==> config.mk <==
export PLATFORM = sky130hd
export DESIGN_NAME = stage_mem_lsu
export DESIGN_NICKNAME = d
export VERILOG_FILES = /design/src/rtl/stage_mem_lsu_pkg.sv /design/src/rtl/lsu_align.sv /design/src/rtl/stage_mem_lsu.sv
export SDC_FILE = /design/constraint.sdc
export NUM_CORES = 1
export LEC_CHECK = 0
export CORE_ASPECT_RATIO = 0.75
export CORE_MARGIN = 4
export CORE_UTILIZATION = 29
export CTS_BUF_LIST = sky130_fd_sc_hd__clkbuf_8 sky130_fd_sc_hd__clkbuf_16
export DETAILED_ROUTE_END_ITERATION = 10
export GPL_TIMING_DRIVEN = 0
export SYNTH_ARGS = -nofsm -noshare
export SYNTH_HDL_FRONTEND = slang
export SYNTH_SLANG_ARGS = --single-unit
==> constraint.sdc <==
create_clock -name clk -period 1.55 [get_ports clk]
set_clock_uncertainty 0.05 [all_clocks]
set_input_delay 0.31 -clock clk [delete_from_list [all_inputs] [get_ports clk]]
set_output_delay 0.31 -clock clk [all_outputs]
set_load 0.02 [all_outputs]
==> src/rtl/stage_mem_lsu_pkg.sv <==
// Shared definitions for the MEM-stage load/store unit: FSM states,
// funct3 access-size/sign encodings and the opcodes the stage recognises.
package stage_mem_lsu_pkg;

  typedef enum logic [1:0] {
    ST_IDLE = 2'd0,
    ST_REQ  = 2'd1,
    ST_RESP = 2'd2
  } lsu_state_e;

  // funct3[1:0] access size (log2 bytes); funct3[2] selects zero-extension on loads
  localparam logic [1:0] SZ_B = 2'd0;
  localparam logic [1:0] SZ_H = 2'd1;
  localparam logic [1:0] SZ_W = 2'd2;
  localparam logic [1:0] SZ_D = 2'd3;
  localparam int unsigned F3_UNSIGNED_BIT = 2;

  // Jumps never touch the data bus, whatever the enables say
  localparam logic [6:0] OPC_JAL  = 7'b1101111;
  localparam logic [6:0] OPC_JALR = 7'b1100111;

endpackage

==> src/rtl/lsu_align.sv <==
// Byte-lane helper shared by both directions: load extract/extend from the
// read bus, store lane replication and byte enables, alignment check.
// Access sizes above the datapath width clamp to full width.
module lsu_align
  import stage_mem_lsu_pkg::*;
#(
  parameter int unsigned REG_WIDTH = 32
) (
  input  logic [2:0]                       funct3,
  input  logic [$clog2(REG_WIDTH/8)-1:0]   offset,
  input  logic [REG_WIDTH-1:0]             rdata,
  input  logic [REG_WIDTH-1:0]             wdata,
  output logic [REG_WIDTH-1:0]             load_data,
  output logic [REG_WIDTH-1:0]             wdata_rep,
  output logic [REG_WIDTH/8-1:0]           be,
  output logic [$clog2(REG_WIDTH/8)-1:0]   off_al,
  output logic                             misaligned
);

  localparam int unsigned NB = REG_WIDTH / 8;
  localparam int unsigned OW = $clog2(NB);
  localparam int unsigned IW = $clog2(REG_WIDTH);
  localparam logic [1:0]  MAX_SZ = 2'(OW);

  logic [1:0]           sz;
  logic [OW-1:0]        low_mask;
  logic [REG_WIDTH-1:0] shifted;
  logic [REG_WIDTH-1:0] keep_mask;
  logic [IW-1:0]        msb;
  logic                 sgn;

  // Size clamp, alignment, lane selection and sign/zero extension
  always_comb begin
    sz         = (funct3[1:0] > MAX_SZ) ? MAX_SZ : funct3[1:0];
    low_mask   = OW'((32'd1 << sz) - 32'd1);
    misaligned = |(offset & low_mask);
    off_al     = offset & ~low_mask;
    shifted    = rdata >> {off_al, 3'b000};
    msb        = IW'((32'd8 << sz) - 32'd1);
    keep_mask  = (sz == MAX_SZ) ? '1
                 : ((REG_WIDTH'(1) << (32'd8 << sz)) - REG_WIDTH'(1));
    sgn        = ~funct3[F3_UNSIGNED_BIT] & shifted[msb];
    load_data  = (shifted & keep_mask) | (sgn ? ~keep_mask : '0);
    be         = NB'((32'd1 << (32'd1 << sz)) - 32'd1) << off_al;
    case (sz)
      SZ_B:    wdata_rep = {NB{wdata[7:0]}};
      SZ_H:    wdata_rep = {(NB/2){wdata[15:0]}};
      SZ_W:    wdata_rep = {(NB/4){wdata[31:0]}};
      SZ_D:    wdata_rep = wdata;
      default: wdata_rep = wdata;
    endcase
  end

endmodule

==> src/rtl/stage_mem_lsu.sv <==
// MEM pipeline stage: issues one data-bus access per load/store and stalls
// upstream until it completes; other instructions pass straight through.
// Build option: LSU_MISALIGN_TRAP_EN makes misaligned accesses trap (no bus
// access, misaligned pulse, zero result); otherwise they are aligned down.
module stage_mem_lsu
  import stage_mem_lsu_pkg::*;
#(
  parameter int unsigned REG_WIDTH       = 32,
  parameter int unsigned DMEM_ADDR_WIDTH = 32
) (
  input  logic                       clk,
  input  logic                       reset_n,
  input  logic                       EX_MEM_valid,
  input  logic                       EX_MEM_mem_read_en,
  input  logic                       EX_MEM_mem_write_en,
  input  logic [6:0]                 EX_MEM_inst_opcode,
  input  logic [2:0]                 EX_MEM_funct3,
  input  logic [REG_WIDTH-1:0]       EX_MEM_alu_out,
  input  logic [REG_WIDTH-1:0]       EX_MEM_dataB,
  output logic [REG_WIDTH-1:0]       DMEM_data_out,
  output logic                       MEM_valid,
  output logic                       mem_stall,
  output logic                       misaligned,
  output logic                       dbus_req,
  output logic                       dbus_we,
  output logic [DMEM_ADDR_WIDTH-1:0] dbus_addr,
  output logic [REG_WIDTH-1:0]       dbus_wdata,
  output logic [REG_WIDTH/8-1:0]     dbus_be,
  input  logic                       dbus_ack,
  input  logic [REG_WIDTH-1:0]       dbus_rdata
);

  localparam int unsigned NB = REG_WIDTH / 8;
  localparam int unsigned OW = $clog2(NB);
`ifdef LSU_MISALIGN_TRAP_EN
  localparam bit TRAP_EN = 1'b1;
`else
  localparam bit TRAP_EN = 1'b0;
`endif

  lsu_state_e                 state_q, state_d;
  logic                       is_jump, memop, is_store, trap_c;
  logic                       go_req, go_trap, take_ack, mis_pulse, mis_c;
  logic [REG_WIDTH-1:0]       load_ext, wdata_rep, load_q;
  logic [NB-1:0]              be_c;
  logic [OW-1:0]              off_al;
  logic [DMEM_ADDR_WIDTH-1:0] addr_al;

  lsu_align #(.REG_WIDTH(REG_WIDTH)) u_align (
    .funct3     (EX_MEM_funct3),
    .offset     (EX_MEM_alu_out[OW-1:0]),
    .rdata      (dbus_rdata),
    .wdata      (EX_MEM_dataB),
    .load_data  (load_ext),
    .wdata_rep  (wdata_rep),
    .be         (be_c),
    .off_al     (off_al),
    .misaligned (mis_c)
  );

  // Decode the memop and form the size-aligned bus address
  always_comb begin
    is_jump  = (EX_MEM_inst_opcode == OPC_JAL) || (EX_MEM_inst_opcode == OPC_JALR);
    memop    = EX_MEM_valid & (EX_MEM_mem_read_en | EX_MEM_mem_write_en) & ~is_jump;
    is_store = EX_MEM_mem_write_en;
    trap_c   = TRAP_EN & mis_c;
    addr_al  = DMEM_ADDR_WIDTH'(EX_MEM_alu_out);
    addr_al[OW-1:0] = off_al;
  end

  // Misaligned pulse is held low while reset is asserted
  assign misaligned = mis_pulse & reset_n;

  // State register
  always_ff @(posedge clk or negedge reset_n) begin
    if (!reset_n) state_q <= ST_IDLE;
    else          state_q <= state_d;
  end

  // Next state, stall and stage result
  always_comb begin
    state_d       = state_q;
    go_req        = 1'b0;
    go_trap       = 1'b0;
    take_ack      = 1'b0;
    mis_pulse     = 1'b0;
    mem_stall     = 1'b0;
    MEM_valid     = 1'b0;
    DMEM_data_out = '0;
    case (state_q)
      ST_IDLE: begin
        DMEM_data_out = EX_MEM_alu_out;
        MEM_valid     = EX_MEM_valid & ~memop;
        if (memop) begin
          mem_stall = 1'b1;
          if (trap_c) begin
            state_d   = ST_RESP;
            go_trap   = 1'b1;
            mis_pulse = 1'b1;
          end else begin
            state_d = ST_REQ;
            go_req  = 1'b1;
          end
        end
      end
      ST_REQ: begin
        mem_stall = 1'b1;
        if (dbus_ack) begin
          state_d  = ST_RESP;
          take_ack = 1'b1;
        end
      end
      ST_RESP: begin
        MEM_valid     = 1'b1;
        DMEM_data_out = load_q;
        state_d       = ST_IDLE;
      end
      default: state_d = ST_IDLE;
    endcase
  end

  // Bus request registers and captured load result
  always_ff @(posedge clk or negedge reset_n) begin
    if (!reset_n) begin
      dbus_req   <= 1'b0;
      dbus_we    <= 1'b0;
      dbus_addr  <= '0;
      dbus_wdata <= '0;
      dbus_be    <= '0;
      load_q     <= '0;
    end else begin
      if (go_req) begin
        dbus_req   <= 1'b1;
        dbus_we    <= is_store;
        dbus_addr  <= addr_al;
        dbus_wdata <= is_store ? wdata_rep : '0;
        dbus_be    <= be_c;
        load_q     <= '0;
      end
      if (go_trap) load_q <= '0;
      if (take_ack) begin
        dbus_req <= 1'b0;
        if (!dbus_we) load_q <= load_ext;
      end
    end
  end

endmodule
==> run summary <==
Total core area: 18,560 sq um
Worst-Margin Slew: 0.5418 ns
CP Capture Type: output port
ANT cells: 0
Nets: 935
Synth Area in Adders: 0
Post-Synth Simple-Gate Area: 0.1181
WP data required: 1.19 ns
Antenna violations before repair: 0
Fin worst setup slack: -0.3508 ns
Drt drc: 0
Via count: 5,347
Mapped Cells: 550
PortBufs: 212
Main combinational cell family by area after synthesis: multiplexers
Most frequent CP cell: buf_4
RSZ-0062 raised after global routing: true
Die area: 21,250 sq um
Register-to-Register Path Depth: 9
Num CTS Buffers: 9
Main synth FF type: dfrtp_1
CTS H-tree lvls: 3
Initial DRC Count: 350
Critical path class: flip-flop to output port
Number of global-route vias before repair: 5,286
WL/cell: 21.44 microns
Initial Util: 0.2962
Dpl ws: -0.8840 ns
Register area share after synthesis: 0.4734
Maximum vdd drop: 0.6090 mV
DIE HEIGHT: 127.2 microns
CP max stage delay: 0.44 ns
CP max FO: 7
Clock Sink Count: 104
Worst setup SP type: flip-flop
Post-route ant nets: 0
Post-synth EDFFs: 0
Setup violators final: 136
Yosys warnings: 0
XOR/XNOR Fraction of Synth Area: 0
Overflow left after global routing: 0
Clock input transition at the sequential cells of the worst setup and hold paths: 0.07 ns
Worst Path Buf+Inv: 3
Detailed Routing Iterations Pass 1: 5
Clk root buf: clkbuf_16
CTS tree: yes
Mapped cell area: 5498 sq um
CP Depth: 5
F_max: 526.1 MHz
Mux contribution to synthesized area: 0.2046
Hpwl dp: 15,670 microns
Final period util: 1.226
Avg Inst Size Synth: 9.996 sq um
P per Cell Area: 1178 nW/um^2
Crit path cell chain: buf_12 -> buf_4 -> mux2i_2 -> nor2_1 -> buf_4
Max-cap violations: 0
Clock latency on the worst-skew pair: 0.35 ns
TNS Setup: -26.56 ns
Via density: 4.974
Tmin final: 1.901 ns
Hold depth: 3
Row Count: 43
Post-Route Utilization: 0.5252
Area growth syn-to-layout: 77.31%
Failing checks: setup timing
Clock Tree Buf Depth: 2
FF+latch count, synth: 104
Net count after synthesis: 662
I/O pin count: 217
Slew Limit Headroom: 0.6388
Largest net degree at the start of global routing: 67
Die Wd: 167.0 microns
Share of synthesized registers carrying an async set or reset: 1.000
WL final: 23,050 microns
Final Slew Violations: 0
Compound-cell area share of the yosys netlist: 0.1429
Crit path max-delay family: buffers and inverters
Slowest-stage cell, CP: dfrtp_2
Global Route Usage Sum: 0.2009
Hold Path Class: input port to flip-flop
Layout cells sized above 1: 0.3732
Leakage: 4.499 nW
Synth unique cells: 38
Global-route wire length before repair: 32,680 microns
GPL Wtd Cong: 0.8857
Status: finished, violations left
Worst EP arrival: 1.54 ns
WHS: 0.2918 ns
Final hold vios: 0
-- cells in the mapped netlist (2+ instances only) --
master     instances  share of area
a21oi_1           28          0.025
a22oi_1            8          0.011
a31oi_1           24          0.027
buf_1              2         0.0014
buf_2             22          0.020
buf_4              8          0.011
buf_6              7          0.014
clkbuf_1           8         0.0055
dfrtp_1          104           0.47
inv_1             11         0.0075
mux2_2            49           0.10
mux2i_1           40          0.073
mux4_2             7          0.029
nand2_1          109          0.074
nor2_1            41          0.028
o21ai_0           48          0.044
o21ai_1            6         0.0055
o2bb2ai_1          8          0.013
-- worst register-to-register path: stages (launching register included) --
cell,delay [ns]
dfrtp_2,0.44
clkbuf_16,0.17
nand3b_1,0.17
buf_6,0.14
buf_6,0.11
nor2_4,0.20
buf_12,0.19
buf_12,0.13
a21oi_2,0.04
a31oi_1,0.16
-- power by group --
| part | total (W) | internal, W | switching [W] | leakage, nW |
|---|---|---|---|---|
| Combinational | 0.00506 | 0.00250 | 0.00256 | 3.05 |
| Clock | 0.00236 | 0.00125 | 0.00110 | 0.143 |
| Sequential | 0.00406 | 0.00348 | 0.000579 | 1.31 |
| Total | 0.0115 | 0.00724 | 0.00424 | 4.50 |
-- cell usage in the layout, fill, tap and decap left out, types with 3 or more instances in the layout --
cell type | synthesis | final
mux2_4 | 1 | 25
mux2i_2 | 0 | 3
clkbuf_8 | 0 | 3
a21oi_1 | 28 | 5
buf_12 | 0 | 15
buf_8 | 0 | 10
mux2_2 | 49 | 25
a21oi_2 | 1 | 18
o2bb2ai_1 | 8 | 8
clkdlybuf4s50_1 | 0 | 97
dlygate4sd2_1 | 0 | 74
nand2_2 | 1 | 23
mux2i_1 | 40 | 37
nand2_4 | 0 | 14
buf_4 | 8 | 44
a31oi_4 | 0 | 5
dlymetal6s2s_1 | 0 | 4
buf_2 | 22 | 10
o21ai_2 | 0 | 24
o21ai_0 | 48 | 8
buf_6 | 7 | 28
nand2_1 | 109 | 73
inv_1 | 11 | 12
dfrtp_1 | 104 | 102
a31oi_1 | 24 | 18
o21ai_1 | 6 | 22
mux4_2 | 7 | 7
buf_16 | 0 | 6
a22oi_1 | 8 | 8
nor2_1 | 41 | 39
clkbuf_4 | 0 | 3
nor2_4 | 0 | 3
a21oi_4 | 0 | 6
clkbuf_16 | 0 | 16
-- timing repair --
action,in CTS,in global routing
pin swaps,8,51
setup buffers,15,18
resized for setup,316,266
gates cloned,11,10
setup endpoints to repair,206,136
endpoints found under the hold margin,38,0
hold buffers,1,0
-- routing by layer --
layer	up-vias	routed length, microns	global-route usage
li1	2483	-	-
met1	2647	10790	0.2937
met3	22	1750	0.05660
met5	-	0	0
met2	195	10090	0.2946
met4	0	421	0.05002
-- layout make-up --
cell class,instances,area [sq um]
Buffer,43,518.0
Clock buffer,9,225.2
Clock inverter,7,71.32
Fill cell,1730,8813
Inverter,12,45.04
Multi-Input combinational cell,387,3193
Sequential cell,104,2605
Tap cell,247,309.0
Timing Repair Buffer,266,2781
-- path summary, 6_finish.rpt --
| kind | from | endpoint | slack [ns] |
|---|---|---|---|
| min | EX_MEM_mem_write_en | dbus_wdata[31] | 0.29 |
| max in group asynchronous | reset_n | dbus_addr[8] | 0.28 |
| min reg2reg | dbus_wdata[10] | dbus_wdata[10] | 0.43 |
| max | state_q[1] | DMEM_data_out[12] | -0.35 |
| max reg2reg | state_q[1] | load_q[12] | -0.33 |
| min in group asynchronous | reset_n | dbus_wdata[7] | 0.43 |
-- sequential cells by signal, summed over array words and instances (netlist names) --
signal	cells
dbus_addr	32
dbus_wdata	32
load_q	32
dbus_be	4
state_q	2
dbus_req	1
dbus_we	1
-- metrics by stage --
step | area, sq um | instances | power, W
2_1_floorplan | 5500 | 550 | 0.006012
3_3_place_gp | 7931 | 1009 | 0.008177
3_5_place_dp | 7956 | 1010 | 0.008228
4_1_cts | 8767 | 1053 | 0.01067
5_1_grt | 9748 | 1075 | 0.01206
6_report | 9748 | 1075 | 0.01148
-- logic make-up after synthesis --
family,count (synthesis)
simple gates,159
compound gates,130
flops,104
mux,97
buf+inv,59
other cells,1
(Power assumes the default switching activity.)
